==> src/rtl/led_pulse_monitor_pkg.sv <==
// led_pulse_monitor_pkg: shared states, status bit positions and defaults for the LED pulse monitor
package led_pulse_monitor_pkg;
  typedef enum logic [1:0] {S_IDLE, S_ARMED, S_MEASURE, S_DONE} state_t;
  localparam int ST_BUSY = 0;
  localparam int ST_NO_PPS = 1;
  localparam int ST_NO_FLAG = 2;
  localparam int ST_SAT = 3;
  localparam int DEF_DELAY_WIDTH = 27;
  localparam int DEF_WIDTH_WIDTH = 16;
  localparam int DEF_FLAG_TIMEOUT = 255;
  // slow-control address of the packed status words
  localparam logic [7:0] LED_MON_REG_ADDR = 8'h40;
endpackage

==> src/rtl/synchronizer_1bit.sv <==
// synchronizer_1bit: two-flop synchronizer for a single asynchronous bit
module synchronizer_1bit (
  input  logic clk,
  input  logic rst_n,
  input  logic d,
  output logic q
);
  logic meta;
  always_ff @(posedge clk) begin
    if (!rst_n) begin
      meta <= 1'b0;
      q <= 1'b0;
    end else begin
      meta <= d;
      q <= meta;
    end
  end
endmodule

==> src/rtl/led_pulse_monitor.sv <==
// led_pulse_monitor: measures PPS->LED delay, LED width, LED->flag offset and flag width
module led_pulse_monitor
  import led_pulse_monitor_pkg::*;
#(
  parameter int DELAY_WIDTH = DEF_DELAY_WIDTH,
  parameter int WIDTH_WIDTH = DEF_WIDTH_WIDTH,
  parameter int FLAG_TIMEOUT = DEF_FLAG_TIMEOUT
) (
  input  logic                   CLK120,
  input  logic                   RESET_N,
  input  logic                   ONE_PPS,
  input  logic                   LED,
  input  logic                   TRG_FLAG,
  input  logic                   ARM,
  output logic [DELAY_WIDTH-1:0] LED_DELAY,
  output logic [WIDTH_WIDTH-1:0] LED_WIDTH,
  output logic [WIDTH_WIDTH-1:0] FLAG_OFFSET,
  output logic [WIDTH_WIDTH-1:0] FLAG_WIDTH,
  output logic [15:0]            EVENT_COUNT,
  output logic                   VALID,
  output logic [3:0]             STATUS
);
  localparam logic [DELAY_WIDTH-1:0] D_MAX = '1;
  localparam logic [DELAY_WIDTH-1:0] D_ONE = 1;
  localparam logic [WIDTH_WIDTH-1:0] W_MAX = '1;
  localparam logic [WIDTH_WIDTH-1:0] W_ONE = 1;
  localparam logic [WIDTH_WIDTH-1:0] TIMEOUT = WIDTH_WIDTH'(FLAG_TIMEOUT);
  state_t state, state_nxt;
  logic pps_sync, pps_prev, led_prev, flag_prev, arm_prev, pps_seen;
  logic pps_edge, led_rise, flag_rise, arm_rise;
  logic arm, capture, finish;
  logic led_done, flag_done, flag_active;
  logic [DELAY_WIDTH-1:0] pps_cnt;
  logic [WIDTH_WIDTH-1:0] led_cnt, off_cnt, flag_cnt;
  synchronizer_1bit u_pps_sync (
    .clk(CLK120),
    .rst_n(RESET_N),
    .d(ONE_PPS),
    .q(pps_sync)
  );
  assign pps_edge = pps_sync & ~pps_prev;
  assign led_rise = LED & ~led_prev;
  assign flag_rise = TRG_FLAG & ~flag_prev;
  assign arm_rise = ARM & ~arm_prev;
  always_comb begin
    state_nxt = state;
    case (state)
      S_IDLE, S_DONE: state_nxt = arm_rise ? S_ARMED : state;
      S_ARMED: state_nxt = led_rise ? S_MEASURE : state;
      S_MEASURE: state_nxt = (led_done && flag_done) ? S_DONE : state;
      default: state_nxt = S_IDLE;
    endcase
    arm = ((state == S_IDLE) || (state == S_DONE)) && arm_rise;
    capture = (state == S_ARMED) && led_rise;
    finish = (state == S_MEASURE) && led_done && flag_done;
  end
  always_ff @(posedge CLK120) begin
    if (!RESET_N) state <= S_IDLE;
    else state <= state_nxt;
  end
  always_ff @(posedge CLK120) begin
    if (!RESET_N) begin
      pps_prev <= 1'b0;
      led_prev <= 1'b0;
      flag_prev <= 1'b0;
      arm_prev <= 1'b0;
      pps_seen <= 1'b0;
      pps_cnt <= '0;
    end else begin
      pps_prev <= pps_sync;
      led_prev <= LED;
      flag_prev <= TRG_FLAG;
      arm_prev <= ARM;
      if (pps_edge) begin
        pps_cnt <= '0;
        pps_seen <= 1'b1;
      end else if (pps_cnt != D_MAX) begin
        pps_cnt <= pps_cnt + D_ONE;
      end
    end
  end
  always_ff @(posedge CLK120) begin
    if (!RESET_N) begin
      LED_DELAY <= '0;
      LED_WIDTH <= '0;
      FLAG_OFFSET <= '0;
      FLAG_WIDTH <= '0;
      EVENT_COUNT <= '0;
      VALID <= 1'b0;
      STATUS <= '0;
      led_cnt <= '0;
      off_cnt <= '0;
      flag_cnt <= '0;
      led_done <= 1'b0;
      flag_done <= 1'b0;
      flag_active <= 1'b0;
    end else begin
      STATUS[ST_BUSY] <= (state_nxt == S_ARMED) || (state_nxt == S_MEASURE);
      if (arm) begin
        VALID <= 1'b0;
        STATUS[3:1] <= '0;
      end
      // off_cnt is loaded one ahead so it equals cycles since the LED rise
      if (capture) begin
        LED_DELAY <= pps_seen ? pps_cnt : D_MAX;
        STATUS[ST_NO_PPS] <= ~pps_seen;
        if (pps_seen && (pps_cnt == D_MAX)) STATUS[ST_SAT] <= 1'b1;
        led_cnt <= W_ONE;
        off_cnt <= W_ONE;
        flag_cnt <= W_ONE;
        led_done <= 1'b0;
        flag_done <= 1'b0;
        flag_active <= flag_rise;
        if (flag_rise) FLAG_OFFSET <= '0;
      end
      if (state == S_MEASURE) begin
        if (!led_done) begin
          if (LED) begin
            if (led_cnt != W_MAX) led_cnt <= led_cnt + W_ONE;
            if (led_cnt >= W_MAX - W_ONE) STATUS[ST_SAT] <= 1'b1;
          end else begin
            LED_WIDTH <= led_cnt;
            led_done <= 1'b1;
          end
        end
        if (!flag_done) begin
          if (flag_active) begin
            if (TRG_FLAG) begin
              if (flag_cnt != W_MAX) flag_cnt <= flag_cnt + W_ONE;
              if (flag_cnt >= W_MAX - W_ONE) STATUS[ST_SAT] <= 1'b1;
            end else begin
              FLAG_WIDTH <= flag_cnt;
              flag_done <= 1'b1;
              flag_active <= 1'b0;
            end
          end else if (flag_rise) begin
            FLAG_OFFSET <= off_cnt;
            flag_cnt <= W_ONE;
            flag_active <= 1'b1;
          end else if (off_cnt >= TIMEOUT) begin
            STATUS[ST_NO_FLAG] <= 1'b1;
            flag_done <= 1'b1;
            FLAG_OFFSET <= '0;
            FLAG_WIDTH <= '0;
          end else begin
            off_cnt <= off_cnt + W_ONE;
          end
        end
      end
      if (finish) begin
        VALID <= 1'b1;
        EVENT_COUNT <= EVENT_COUNT + 16'd1;
      end
    end
  end
endmodule

==> config.mk <==
export PLATFORM = sky130hd
export DESIGN_NAME = led_pulse_monitor
export DESIGN_NICKNAME = d
export VERILOG_FILES = /design/src/rtl/led_pulse_monitor_pkg.sv /design/src/rtl/synchronizer_1bit.sv /design/src/rtl/led_pulse_monitor.sv
export SDC_FILE = /design/constraint.sdc
export NUM_CORES = 1
export LEC_CHECK = 0
export ABC_CLOCK_PERIOD_IN_PS = 3200
export BUFFER_PORTS_ARGS = -buffer_cell sky130_fd_sc_hd__buf_2
export CORE_MARGIN = 5
export CORE_UTILIZATION = 65
export CTS_BUF_LIST = sky130_fd_sc_hd__clkbuf_8
export CTS_CLUSTER_DIAMETER = 200
export DETAILED_ROUTE_END_ITERATION = 10
export GPL_TIMING_DRIVEN = 0
export PLACE_DENSITY_LB_ADDON = 0.05
export SLEW_MARGIN = 0
export SYNTH_ARGS = -nofsm -noshare
export SYNTH_HDL_FRONTEND = slang
export SYNTH_HIERARCHICAL = 1
export SYNTH_SLANG_ARGS = --single-unit
==> constraint.sdc <==
create_clock -name CLK120 -period 3.2 [get_ports CLK120]
set_clock_uncertainty 0.05 [all_clocks]
set_input_delay 0.64 -clock CLK120 [delete_from_list [all_inputs] [get_ports CLK120]]
set_output_delay 0.64 -clock CLK120 [all_outputs]
set_load 0.05 [all_outputs]
Word-level counts from Yosys, hierarchy flattened
Index checks and enable logic that the tools add are counted.

operators by class
  divide/modulo/power cells = 0
  bitwise operators = 13
  order comparisons = 3
  multipliers = 0
  add/sub/neg operators = 5
  reduce and logical (&&, ||, !) cells = 16
  equality and inequality tests = 11
  multiplexer cells = 68
  shifts and indexed selects = 0

operators by type and width
  cell                   count
  $mux 16                29
  $add 16x1->16 const B  4
  $ge 16x16->1 const B   2
  $ne 16x16->1 const B   2
  $mux 1                 31
  $add 27x1->27 const B  1
  $eq 27x27->1 const B   1
  $mux 27                1
  $ne 27x27->1 const B   1
  $ge 16x8->1 const B    1
  $mux 2                 5
  $not 1->1              9
  $eq 2x2->1 const B     3
  $logic_and 1x1->1      6
  $pmux 2 s3             1
  $reduce_bool 2->1      3
  $reduce_and 5->1       1
  $and 1x1->1            4
  $eq 2x1->1 const B     2
  $reduce_or 2->1        2
  $mux 3                 1
  $reduce_and 3->1       1
  $logic_not 2->1        1
  $logic_or 1x1->1       2
  2 further kinds        2

storage, ports and cells
  memory bits (writable) = 0
  register bits = 183
  memories kept = 0
  output and inout bits = 96
  bits in read-only memories = 0
  bits in latches = 0
  logic and storage cells = 139

Longest topological paths before layout
  depth after elaboration = 14
  depth in mapped cells = 9

By module
The synthesis kept the hierarchy.

modules (own cells, without submodules)
  module             cells an instance  instances  area each (µm²)  sequential area each (µm²)
  led_pulse_monitor  937                1          8049.0           3623.5
  synchronizer_1bit  4                  1          52.6             40.0

Worst setup path after synthesis
No wires, ideal clock.

  path kind = reg2reg
  start point = reg pps_cnt[0]
  end point = reg pps_cnt[17]
  clock period less this slack = 1.947 ns
  setup slack = 1.253 ns
  arrival time = 1.827 ns
  stages on the path, launching flop included = 8
  buffers on the path = 1
  library setup time = 0.070 ns
  cells stage by stage = dfxtp_1 > ha_1 > and3_4 > and4_4 > buf_6 > a21o_4 > or4_1 > a21oi_1

between the ends
  word-level cells in the longest chain between the ends = 1
  elaborated cells on any way between the ends = 2

ends and longest elaborated chain
  item                                                  line                                              text
  start, declared                                       led_pulse_monitor.sv:33                           logic [DELAY_WIDTH-1:0] pps_cnt;
  start signal, assigned                                led_pulse_monitor.sv:78                           pps_cnt <= pps_cnt + D_ONE;
  $add 27x1->27 / $ne 27x27->1 (equally long branches)  led_pulse_monitor.sv:78, led_pulse_monitor.sv:77

Parallel ways exist; a longest one is shown, timed or not.
A chain may end at the register's enable or synchronous reset.

Final worst setup path
  start point = reg state[0]
  end point = reg FLAG_OFFSET[14]

between the ends
  word-level cells in the longest chain between the ends = 8
  elaborated cells on any way between the ends = 9

ends and longest elaborated chain
  item                    line                      text
  start, declared         led_pulse_monitor.sv:28   state_t state, state_nxt;
  start signal, assigned  led_pulse_monitor.sv:59   else state <= state_nxt;
  $eq 2x1->1              led_pulse_monitor.sv:54   capture = (state == S_ARMED) && led_rise;
  $logic_and 1x1->1       led_pulse_monitor.sv:54
  $mux 16                 led_pulse_monitor.sv:104  if (capture) begin
  $mux 16                 led_pulse_monitor.sv:140  end else if (off_cnt >= TIMEOUT) begin
  $mux 16                 led_pulse_monitor.sv:136  end else if (flag_rise) begin
  $mux 16                 led_pulse_monitor.sv:127  if (flag_active) begin
  $mux 16                 led_pulse_monitor.sv:126  if (!flag_done) begin
  $mux 16 (*)             led_pulse_monitor.sv:116  if (state == S_MEASURE) begin
  end signal, assigned    led_pulse_monitor.sv:137  FLAG_OFFSET <= off_cnt;
  end, declared           led_pulse_monitor.sv:17   output logic [WIDTH_WIDTH-1:0] FLAG_OFFSET,

Every way passes the cells marked *; elsewhere a longest branch is shown, timed or not.

==> results.tsv <==
metric	value	unit
slowest_delay	0.78	ns
cts_sinks	183	
ios	102	
dr.pass1.iters	8	
path_buf_inv	3	
detail-route-antenna-nets	0	
postRouteWirelength	21200	um
path_cells	inv_1 > ha_1 > nand2b_1 > clkbuf_1 > nor3_1 > buf_2 > a22oi_1 > nor2_1	
drt-wirelength-per-cell	17.07	um
grt_max_degree	17	
hp-class	input port to flop	
yosysWarnings	6	
finalSetupViolCount	0	
clk_pin_slew	0.10	ns
start_kind	flop	
ctsResizeCount	0	
design_area	9226	um^2
period_share	73.04	%
powerDensity	462.2	nW/um^2
setup_tns	0	ns
irDropWorstVdd	0.0004121	V
nets	1075	
overflow	0	
tightest_slew	0.9655	ns
via_count	7658	
mostFrequentLayoutCells	dfxtp_1 (183), buf_2 (110), nand2_1 (103)	
synth_area	8102	um^2
r2r_slack	0.86	ns
synth_edf_count	0	
rsz0062_at_grt	no	
cp.arrival	2.68	ns
start_util	66.89	%
cts_tree	built	
power	4.265	mW
drt_iter0_drc	854	
synth-main-ff-cell	dfxtp_1	
htreeDepth	4	
grt_pass1_wl	34130	um
cts-root-buf	clkbuf_8	
drv_slew	0	
crit_family	simple AND/OR/NAND/NOR gates	
clk-insertion-delay-late	0.46	ns
synth_cell_types	80	
numCtsBuffers	17	
syn-num-nets	956	
place_area	8812	um^2
max_cap_violations	0	
cts_hold_buf	0	
async_flop_share	0	%
post-route-util	76.18	%
die_h	121.6	um
postCtsSetupRepairBufs	0	
syn2layout_area_growth	13.88	%
grt.total_usage	28.42	%
status	finished clean	
core	12110	um^2
drive_gt1_share	16.50	%
crit_required	3.55	ns
rows	40	
path_class	flop to flop	
yosysTopAreaCellShare	45.22	%
synth.avg_cell_area	8.609	um^2
final_common_cell	dfxtp_1	
slew_headroom	35.14	%
clock.fmax	427.8	MHz
dp_hpwl	14890	um
gp_congestion	0.9488	
synthCells	941	
portBuffers	100	
first_global_vias	7112	
hold_viol	0	
ys_ff_latch	183	
yosysTopAreaCell	dfxtp_1	
cp_slowest_cell	nor3_1	
cp_max_fo	10	
crit_path_end_kind	flop	
p_leak	3.442	nW
period_minus_slack	2.337	ns
synth_area_leaders	dfxtp_1 (45%), nand2_1 (4.8%), nor2_1 (4.2%)	
fp.dieArea	14800	um^2
antenna_found_initial	1	
clockBufferDepth	2	
die_x	121.6	um
drc	0	
yosysSeqAreaShare	45.22	%
viasPerCell	6.166	
## worst paths after layout
check | startpoint | end | cells after the start
worst max register to register | state[0] | FLAG_OFFSET[14] | 8
worst max-delay path | state[0] | FLAG_OFFSET[14] | 8
worst min register to register | u_pps_sync/meta | u_pps_sync/q | 1
worst min-delay path | ARM | arm_prev | 2
## layout make-up
type,count,area [um^2]
Clock buffer,17,234.0
Multi-Input combinational cell,671,4054
Inverter,29,108.9
Clock inverter,15,177.7
Fill cell,909,2885
Buffer,58,275.3
Timing Repair Buffer,100,500.5
Sequential cell,183,3664
Antenna cell,1,2.502
Tap cell,168,210.2
## synthesized netlist by cell type, types with 4 or more instances
cell        n
nor2_1     90
o21ai_1     6
nor4_1     13
and4_1      9
a221oi_1    5
a22oi_1    16
nand2b_1    7
o211ai_1    6
nand3_1    28
ha_1        9
a211oi_1    9
or4_1       8
or3_1       8
and4_4      4
mux2i_1     6
a311oi_1   20
buf_2      10
and2_1     18
a21oi_1    64
dfxtp_1   183
a22o_1     17
and3_1     13
inv_1      28
nor2b_1     6
a211o_1     4
o31ai_1     6
xor2_1     12
clkbuf_1   37
o22ai_1     4
o21ai_0    43
a31oi_1    18
nor3_1     23
xnor2_1    17
nand2_1   103
nand4_1    24
## logic make-up after synthesis
logic type | after synthesis | share of synthesized area, %
compound gates | 246 | 20.42
buf+inv | 87 | 4.741
mux | 7 | 0.8803
flops | 183 | 45.22
xor+xnor | 29 | 3.135
fa+ha+maj | 9 | 1.390
simple gates | 380 | 24.22
## report_power, final
group | switching [mW] | internal (mW) | leakage (nW)
Clock | 0.845 | 0.777 | 0.205
Combinational | 0.233 | 0.0758 | 1.76
Sequential | 0.0248 | 2.31 | 1.48
## state kept, by name (all words and copies together) (netlist names), 2 cells and up
signal       flops
STATUS           4
LED_WIDTH       16
pps_cnt         27
led_cnt         16
LED_DELAY       27
FLAG_WIDTH      16
state            2
FLAG_OFFSET     16
flag_cnt        16
EVENT_COUNT     16
off_cnt         16
## worst reg2reg max path: stages (launching register included)
cell and delay [ns]:
dfxtp_1 0.33, inv_1 0.06, ha_1 0.20, nand2b_1 0.07
clkbuf_1 0.20, nor3_1 0.78, buf_2 0.36, a22oi_1 0.12
nor2_1 0.10
## stage by stage
stage / setup WS (ns) / hold WS (ns) / cells
after floorplan: 1.253 / 0.3557 / 941
after global placement: 0.6798 / 0.3614 / 1209
after detailed placement: 0.6762 / 0.3755 / 1209
after CTS: 0.9073 / 0.3197 / 1241
after global routing: 0.7281 / 0.3338 / 1242
final: 0.8626 / 0.3421 / 1242
## layer usage
| metal | track usage [%] | vias up | wire [um] |
|---|---|---|---|
| li1 | - | 3672 | - |
| met1 | 35.95 | 3609 | 9024 |
| met2 | 46.91 | 312 | 9992 |
| met3 | 7.242 | 65 | 1583 |
| met4 | 10.64 | 0 | 601 |
| met5 | 0 | - | 0 |
No activity file was read; power rests on OpenSTA's default activity.
